$ cat config.mk
export PLATFORM = sky130hd
export DESIGN_NAME = decoder_share_arb_flat
export DESIGN_NICKNAME = d
export VERILOG_FILES = /design/src/rtl/decoder_proj_pkg.sv /design/src/rtl/decoder_share_arb_if.sv /design/src/rtl/rr_pick.sv /design/src/rtl/decoder_share_arb.sv /design/src/flat_wrapper.sv
export SDC_FILE = /design/constraint.sdc
export NUM_CORES = 1
export LEC_CHECK = 0
export ABC_CLOCK_PERIOD_IN_PS = 2200
export CAP_MARGIN = 0
export CORE_ASPECT_RATIO = 1.5
export CORE_MARGIN = 2
export CORE_UTILIZATION = 28
export CTS_CLUSTER_DIAMETER = 100
export DETAILED_ROUTE_END_ITERATION = 10
export PLACE_DENSITY = 0.61
export SLEW_MARGIN = 20
export SYNTH_ARGS = -nofsm -noshare
export SYNTH_HDL_FRONTEND = slang
export SYNTH_HIERARCHICAL = 1
export SYNTH_SLANG_ARGS = --single-unit
export TNS_END_PERCENT = 20
$ cat constraint.sdc
create_clock -name clock -period 2.2 [get_ports clock]
set_input_delay 0.33 -clock clock [delete_from_list [all_inputs] [get_ports clock]]
set_output_delay 0.33 -clock clock [all_outputs]
set_load 0.02 [all_outputs]
$ cat src/rtl/decoder_proj_pkg.sv
// Shared types, default widths and helpers for the decoder-sharing arbiter.
package decoder_proj_pkg;

  localparam int unsigned NREQ_DEF   = 4;
  localparam int unsigned IN_W_DEF   = 7;
  localparam int unsigned OUT_W_DEF  = 8;
  localparam int unsigned SETTLE_DEF = 1;
  // Settle counter holds SETTLE-1, and SETTLE is at most 15
  localparam int unsigned CNT_W      = 4;

  typedef enum logic [1:0] {
    IDLE        = 2'd0,
    SETTLE_WAIT = 2'd1,
    RESP        = 2'd2
  } state_e;

  // Requester-id width; a single requester still needs one bit
  function automatic int unsigned id_w(input int unsigned n);
    return (n < 32'd2) ? 32'd1 : 32'($clog2(n));
  endfunction

endpackage

$ cat src/rtl/decoder_share_arb_if.sv
// Requester, decoder and response signals of the decoder-sharing arbiter.
interface decoder_share_arb_if #(
  parameter int unsigned NREQ  = 4,
  parameter int unsigned IN_W  = 7,
  parameter int unsigned OUT_W = 8
);
  localparam int unsigned ID_W = decoder_proj_pkg::id_w(NREQ);

  logic [NREQ-1:0]      req_valid;
  logic [NREQ*IN_W-1:0] req_code;
  logic [NREQ-1:0]      req_ready;
  logic [IN_W-1:0]      dec_in;
  logic [OUT_W-1:0]     dec_out;
  logic                 rsp_valid;
  logic                 rsp_ready;
  logic [OUT_W-1:0]     rsp_data;
  logic [ID_W-1:0]      rsp_id;
  logic                 busy;

  // Arbiter side
  modport slave (
    input  req_valid, req_code, dec_out, rsp_ready,
    output req_ready, dec_in, rsp_valid, rsp_data, rsp_id, busy
  );

  // Requester / decoder / consumer side
  modport master (
    output req_valid, req_code, dec_out, rsp_ready,
    input  req_ready, dec_in, rsp_valid, rsp_data, rsp_id, busy
  );

endinterface

$ cat src/rtl/rr_pick.sv
// Round-robin priority pick: first set request at or above ptr, wrapping.
module rr_pick #(
  parameter int unsigned NREQ = 4,
  parameter int unsigned ID_W = 2
) (
  input  logic [NREQ-1:0] req_i,
  input  logic [ID_W-1:0] ptr_i,
  output logic [NREQ-1:0] gnt_o,
  output logic [ID_W-1:0] idx_o,
  output logic            any_o
);

  logic [ID_W-1:0] cand;

  // Walk indices ptr, ptr+1, ... mod NREQ and keep the first requester found
  always_comb begin
    gnt_o = '0;
    idx_o = '0;
    any_o = 1'b0;
    cand  = '0;
    for (int unsigned k = 0; k < NREQ; k++) begin
      cand = ID_W'((32'(ptr_i) + k) % NREQ);
      if (!any_o && req_i[cand]) begin
        any_o = 1'b1;
        idx_o = cand;
      end
    end
    gnt_o[idx_o] = any_o;
  end

endmodule

$ cat src/rtl/decoder_share_arb.sv
// Time-shares one combinational decoder among NREQ requesters, round-robin.
module decoder_share_arb
  import decoder_proj_pkg::*;
#(
  parameter int unsigned NREQ   = NREQ_DEF,
  parameter int unsigned IN_W   = IN_W_DEF,
  parameter int unsigned OUT_W  = OUT_W_DEF,
  parameter int unsigned SETTLE = SETTLE_DEF
) (
  input logic                clock,
  input logic                reset_n,
  decoder_share_arb_if.slave bus
);

  localparam int unsigned ID_W = id_w(NREQ);

  state_e           state_q, state_d;
  logic [CNT_W-1:0] cnt_q, cnt_d;
  logic [ID_W-1:0]  ptr_q, ptr_d;
  logic [ID_W-1:0]  id_q, id_d;
  logic [IN_W-1:0]  dec_in_q, dec_in_d;
  logic [OUT_W-1:0] rsp_data_q, rsp_data_d;
  logic             rsp_valid_q, rsp_valid_d;

  logic [NREQ-1:0]  pick_gnt;
  logic [ID_W-1:0]  pick_idx;
  logic             pick_any;
  logic [IN_W-1:0]  pick_code;
  logic [NREQ-1:0]  req_ready_c;

  rr_pick #(
    .NREQ (NREQ),
    .ID_W (ID_W)
  ) u_pick (
    .req_i (bus.req_valid),
    .ptr_i (ptr_q),
    .gnt_o (pick_gnt),
    .idx_o (pick_idx),
    .any_o (pick_any)
  );

  // One-hot mux of the granted requester's code
  always_comb begin
    pick_code = '0;
    for (int unsigned i = 0; i < NREQ; i++) begin
      if (pick_gnt[i]) pick_code = bus.req_code[i*IN_W +: IN_W];
    end
  end

  // State and datapath registers
  always_ff @(posedge clock or negedge reset_n) begin
    if (!reset_n) begin
      state_q     <= IDLE;
      cnt_q       <= '0;
      ptr_q       <= '0;
      id_q        <= '0;
      dec_in_q    <= '0;
      rsp_data_q  <= '0;
      rsp_valid_q <= 1'b0;
    end else begin
      state_q     <= state_d;
      cnt_q       <= cnt_d;
      ptr_q       <= ptr_d;
      id_q        <= id_d;
      dec_in_q    <= dec_in_d;
      rsp_data_q  <= rsp_data_d;
      rsp_valid_q <= rsp_valid_d;
    end
  end

  // Next-state: grant in IDLE, count out the settle time, hold the response
  always_comb begin
    state_d     = state_q;
    cnt_d       = cnt_q;
    ptr_d       = ptr_q;
    id_d        = id_q;
    dec_in_d    = dec_in_q;
    rsp_data_d  = rsp_data_q;
    rsp_valid_d = rsp_valid_q;
    req_ready_c = '0;
    case (state_q)
      IDLE: begin
        // reset_n gating keeps the accept pulse low while reset is asserted
        if (reset_n && pick_any) begin
          req_ready_c = pick_gnt;
          dec_in_d    = pick_code;
          id_d        = pick_idx;
          cnt_d       = CNT_W'(SETTLE - 1);
          state_d     = SETTLE_WAIT;
        end
      end
      SETTLE_WAIT: begin
        if (cnt_q == '0) begin
          rsp_data_d  = bus.dec_out;
          rsp_valid_d = 1'b1;
          state_d     = RESP;
        end else begin
          cnt_d = cnt_q - CNT_W'(1);
        end
      end
      RESP: begin
        if (bus.rsp_ready) begin
          rsp_valid_d = 1'b0;
          // Served requester drops to lowest priority for the next grant
          ptr_d       = (id_q == ID_W'(NREQ - 1)) ? '0 : id_q + ID_W'(1);
          state_d     = IDLE;
        end
      end
      default: state_d = IDLE;
    endcase
  end

  assign bus.req_ready = req_ready_c;
  assign bus.dec_in    = dec_in_q;
  assign bus.rsp_valid = rsp_valid_q;
  assign bus.rsp_data  = rsp_data_q;
  assign bus.rsp_id    = id_q;
  assign bus.busy      = (state_q != IDLE);

endmodule

$ cat src/flat_wrapper.sv
// flat-port wrapper written by rule: the top's interface ports become plain ports
module decoder_share_arb_flat import decoder_proj_pkg::*;
#(
  parameter int unsigned NREQ   = NREQ_DEF,
  parameter int unsigned IN_W   = IN_W_DEF,
  parameter int unsigned OUT_W  = OUT_W_DEF,
  parameter int unsigned SETTLE = SETTLE_DEF
)
  (clock, reset_n, bus_req_valid, bus_req_code, bus_dec_out, bus_rsp_ready, bus_req_ready, bus_dec_in, bus_rsp_valid, bus_rsp_data, bus_rsp_id, bus_busy);
  decoder_share_arb_if #(.NREQ(NREQ), .IN_W(IN_W), .OUT_W(OUT_W)) bus_i ();
  input logic clock;
  input logic reset_n;
  input wire logic [$bits(bus_i.req_valid)-1:0] bus_req_valid;
  input wire logic [$bits(bus_i.req_code)-1:0] bus_req_code;
  input wire logic [$bits(bus_i.dec_out)-1:0] bus_dec_out;
  input wire logic [$bits(bus_i.rsp_ready)-1:0] bus_rsp_ready;
  output wire logic [$bits(bus_i.req_ready)-1:0] bus_req_ready;
  output wire logic [$bits(bus_i.dec_in)-1:0] bus_dec_in;
  output wire logic [$bits(bus_i.rsp_valid)-1:0] bus_rsp_valid;
  output wire logic [$bits(bus_i.rsp_data)-1:0] bus_rsp_data;
  output wire logic [$bits(bus_i.rsp_id)-1:0] bus_rsp_id;
  output wire logic [$bits(bus_i.busy)-1:0] bus_busy;
  assign bus_i.req_valid = bus_req_valid;
  assign bus_i.req_code = bus_req_code;
  assign bus_i.dec_out = bus_dec_out;
  assign bus_i.rsp_ready = bus_rsp_ready;
  assign bus_req_ready = bus_i.req_ready;
  assign bus_dec_in = bus_i.dec_in;
  assign bus_rsp_valid = bus_i.rsp_valid;
  assign bus_rsp_data = bus_i.rsp_data;
  assign bus_rsp_id = bus_i.rsp_id;
  assign bus_busy = bus_i.busy;
  decoder_share_arb #(.NREQ(NREQ), .IN_W(IN_W), .OUT_W(OUT_W), .SETTLE(SETTLE)) u_core (.clock(clock), .reset_n(reset_n), .bus(bus_i));
endmodule
==> out/summary.md <==
The flow ran to the end, and the final reports show no timing, DRC or antenna violations. STA classifies the critical path startpoint as an input pin. For the pin with the worst max-slew slack, the measured transition is 385 ps. The filler-free cell count of the finished design was 314. After synthesis, flip-flops and latches occupy 40.8% of the total area. The sum of negative setup slack was 0 ps; the clock net sink count was 26. At the end of the flow the core is filled with cells to 45.8%.

Detailed placement finished with a half-perimeter wire length of 3190 µm. Counting flops with an async set or reset pin after synthesis yields a share of 100%. The fraction of layout instances using a drive strength above 1 is 21.3%, and the quantity of I/O buffers inserted on ports is 65. The required time reported for the critical path endpoint came out at 1870 ps. For this block, the routed nets add up to 4090 µm of wire. Before antenna repair, the detailed router went through 4 iterations. For this design the top-level I/O count stands at 66. The logs give 309 for the total instance count after detailed placement and 0 for the residual antenna-violating net count after detailed routing.

For this run, the number of Yosys warnings is 6. In this run the power spent charging and discharging nets is 1.15 mW. The number of buffers inserted for hold repair after clock tree synthesis was 0; the register bit count reported by yosys was 26. The final cycle utilization of the critical path was 97.6%; the number of synthesized flops with an enable pin was 0.

The number of cells traversed by the worst register-to-register path is 6, and the antenna cell count is 0. The congestion estimate from routability-driven global placement came to 0.717. The synthesis-to-layout area growth is 57.6%.

Total power for the finished layout comes to 3.10 mW. For the synthesized area, the log shows 1600 µm². The logs give 6440 µm for the first-pass GRT wire length and 53.4 ps for the final worst-path setup slack.

In the final routed layout, each cell accounts on average for 13.0 µm. The tools report the number of global-route vias before repair as 1435. Sequential cells burn 29.1% of the power. The core area is 5490 µm², and the largest net degree at the start of global routing is 28.

The number of nets handed over by synthesis was 210. In the synthesized netlist the dominant register cell turns out to be dfrtp_1. The tools report the internal power consumption as 1.94 mW. The relative slew slack was 74.3%. Summing over every cut layer, the via total after detailed routing is 1491. Clock root buffer master: clkbuf_8. The tools report the final number of setup-violating endpoints as 0.

TritonCTS built the clock tree. The worst path in the final design needs a cycle of 2150 ps, including I/O delays and setup. The tools report the number of maximum-capacitance violations as 0. The switching fraction of total power is 37.2%. Using the TritonRoute via totals, the vias-per-cell ratio works out to 4.75. Synthesis handed over a netlist of 164 instances.

At the worst endpoint, the arrival time is 1820 ps. The floorplan step set the die height to 96.4 µm. The worst hold path belongs to the class in -> async. Counting the buffers created by CTS gives 3.

In this run the cell area measured after placement is 2450 µm². The logs give 6330 µm² for the die area and 0 for the DRC violations left. The nature of the critical path endpoint was a primary output. Distinct cell type count of the synthesized netlist: 40. Setup repair after global routing could not meet its margin everywhere. Leakage power of the design: 1.09 nW.

The initialized floorplan defines 33 standard-cell rows. For this configuration, the core starts out at a cell density of 29.0%. After the last flow step, the layout net total stands at 291.

OpenSTA, run right after detailed placement, puts the worst setup slack at -375 ps. Between clock sinks in the finished design, the worst skew comes to 3.11 ps. For the overall routing resource usage, the log shows 13.0%. The worst setup path is of the in -> out kind. The power density over the cells is 1230 nW/µm², and the clock share of power is 12.8%. The clock latency on the worst-skew pair was 270 ps. The tools report the total global routing overflow as 0. Counting along the longest clock path gives a buffer depth of 2. The initial antenna violation count is 0. The die is 65.6 µm wide.

Static timing analysis puts the maximum clock frequency at 466 MHz. In this run, the number of DRC markers left after iteration 0 of detailed routing was 75. The logs give 0.566 mV for the worst-case vdd ir drop and 0 for the total count of max-transition violations in the final report. Across all hold checks on the routed design, the worst slack comes to 482 ps. In this run, the combinational gates consume 58.1% of the power. The tools report the H-tree depth reported by CTS as 1. Of all nets on the critical path, the largest fanout is 7.

The clock transition at the registers of the reported paths was 90 ps. Average footprint of a synthesized cell: 9.73 µm². After routing the design area is 2510 µm². The final hold violation count is 0.
-- layout by cell type (no fill, tap or decap), types with 2 or more instances in the layout --
master / count
inv_1: 13
or2_2: 2
and2_1: 5
nand2_1: 18
mux2_2: 3
ha_1: 3
clkdlybuf4s50_1: 61
mux2_4: 8
o22a_1: 7
nor3_1: 2
o21ai_0: 7
nand3_1: 2
a21oi_1: 13
a211oi_2: 2
o311ai_0: 2
buf_2: 3
nor2_1: 6
a221oi_1: 8
clkbuf_8: 3
nand2b_1: 4
nand3b_1: 7
dfrtp_1: 26
buf_4: 21
-- kinds of logic (layout without fill, tap and decap cells) --
kind of cell    Yosys count  count (layout)  share of synthesized area [%]
mux                      11              11                           9.65
fa+ha+maj                 3               3                           2.35
simple gates             55              55                           20.0
buf+inv                  23             103                           6.51
flops                    26              26                           40.8
compound gates           46              46                           20.7
-- synthesized netlist by cell type (2+ instances only) --
cell type | number | area, µm²
buf_2 | 5 | 25.0
and2_1 | 5 | 31.3
mux2_4 | 8 | 120
or2_2 | 2 | 12.5
o21ai_0 | 7 | 35.0
nand2b_1 | 4 | 25.0
ha_1 | 3 | 37.5
nand3b_1 | 7 | 52.6
nor2_1 | 6 | 22.5
a221oi_1 | 8 | 70.1
o311ai_0 | 2 | 17.5
dfrtp_1 | 26 | 651
nand2_1 | 18 | 67.6
a21oi_1 | 13 | 65.1
nand3_1 | 2 | 10.0
clkbuf_1 | 3 | 11.3
inv_1 | 13 | 48.8
o22a_1 | 7 | 61.3
nor3_1 | 2 | 10.0
mux2_2 | 3 | 33.8
-- worst max-delay path, cell delays in order --
cell and delay (ps):
clkdlybuf4s50_1 480, buf_4 150, nand2b_1 70, a311oi_1 270, nor2_1 120, and2_1 160, clkdlybuf4s15_2 250
-- registers in the layout, summed over array words and instances, names as in the netlist --
signal	flops
u_core/bus.rsp_data	8
u_core/bus.dec_in	7
u_core/cnt_q	4
u_core/bus.rsp_id	2
u_core/ptr_q	2
u_core/state_q	2
u_core/bus.rsp_valid	1
-- per-layer routing --
| metal | GRT usage (%) | part of all wire [%] | vias up |
|---|---|---|---|
| li1 | - | - | 752 |
| met1 | 15.5 | 43 | 695 |
| met2 | 23.2 | 50 | 42 |
| met3 | 2.55 | 6.5 | 2 |
| met4 | 3.99 | 0.54 | 0 |
| met5 | 0 | 0 | - |
-- power by group through the flow --
| stage | registers [mW] | logic [mW] | clock network, mW |
|---|---|---|---|
| 2_1_floorplan | 1.08 | 0.902 | 0 |
| 3_3_place_gp | 0.906 | 1.80 | 0 |
| 3_5_place_dp | 0.908 | 1.81 | 0 |
| 4_1_cts | 0.901 | 1.83 | 0.410 |
| 5_1_grt | 0.944 | 1.96 | 0.432 |
| 6_report | 0.899 | 1.80 | 0.397 |
-- timing repair --
| item | in CTS | in global routing |
|---|---|---|
| setup endpoints to repair | 4 | 4 |
| setup buffers | 1 | 0 |
| pin swaps | 1 | 0 |
| resized for setup | 12 | 3 |
| cloned | 0 | 0 |
-- final cells by class --
type / count / area [µm²]
clock inverter: 1 / 30.0
inverter: 13 / 48.8
multi-input combinational: 115 / 861
tap: 70 / 87.6
sequential: 26 / 651
fill: 544 / 2980
timing repair buffer: 86 / 795
clock buffer: 3 / 41.3
-- path summary, 6_finish.rpt --
path	start	end	slack, ps
worst max-delay path	bus_req_valid[2]	bus_req_ready[0]	50
worst min-delay path	reset_n	u_core/state_q[0]	480
worst max register to register	u_core/ptr_q[1]	u_core/bus.dec_in[3]	340
worst min register to register	u_core/bus.rsp_data[2]	u_core/bus.rsp_data[2]	510
max in group asynchronous	reset_n	u_core/bus.dec_in[4]	1450
min in group clock	u_core/bus.rsp_data[2]	u_core/bus.rsp_data[2]	510
Power figures use the tool's default switching activity.
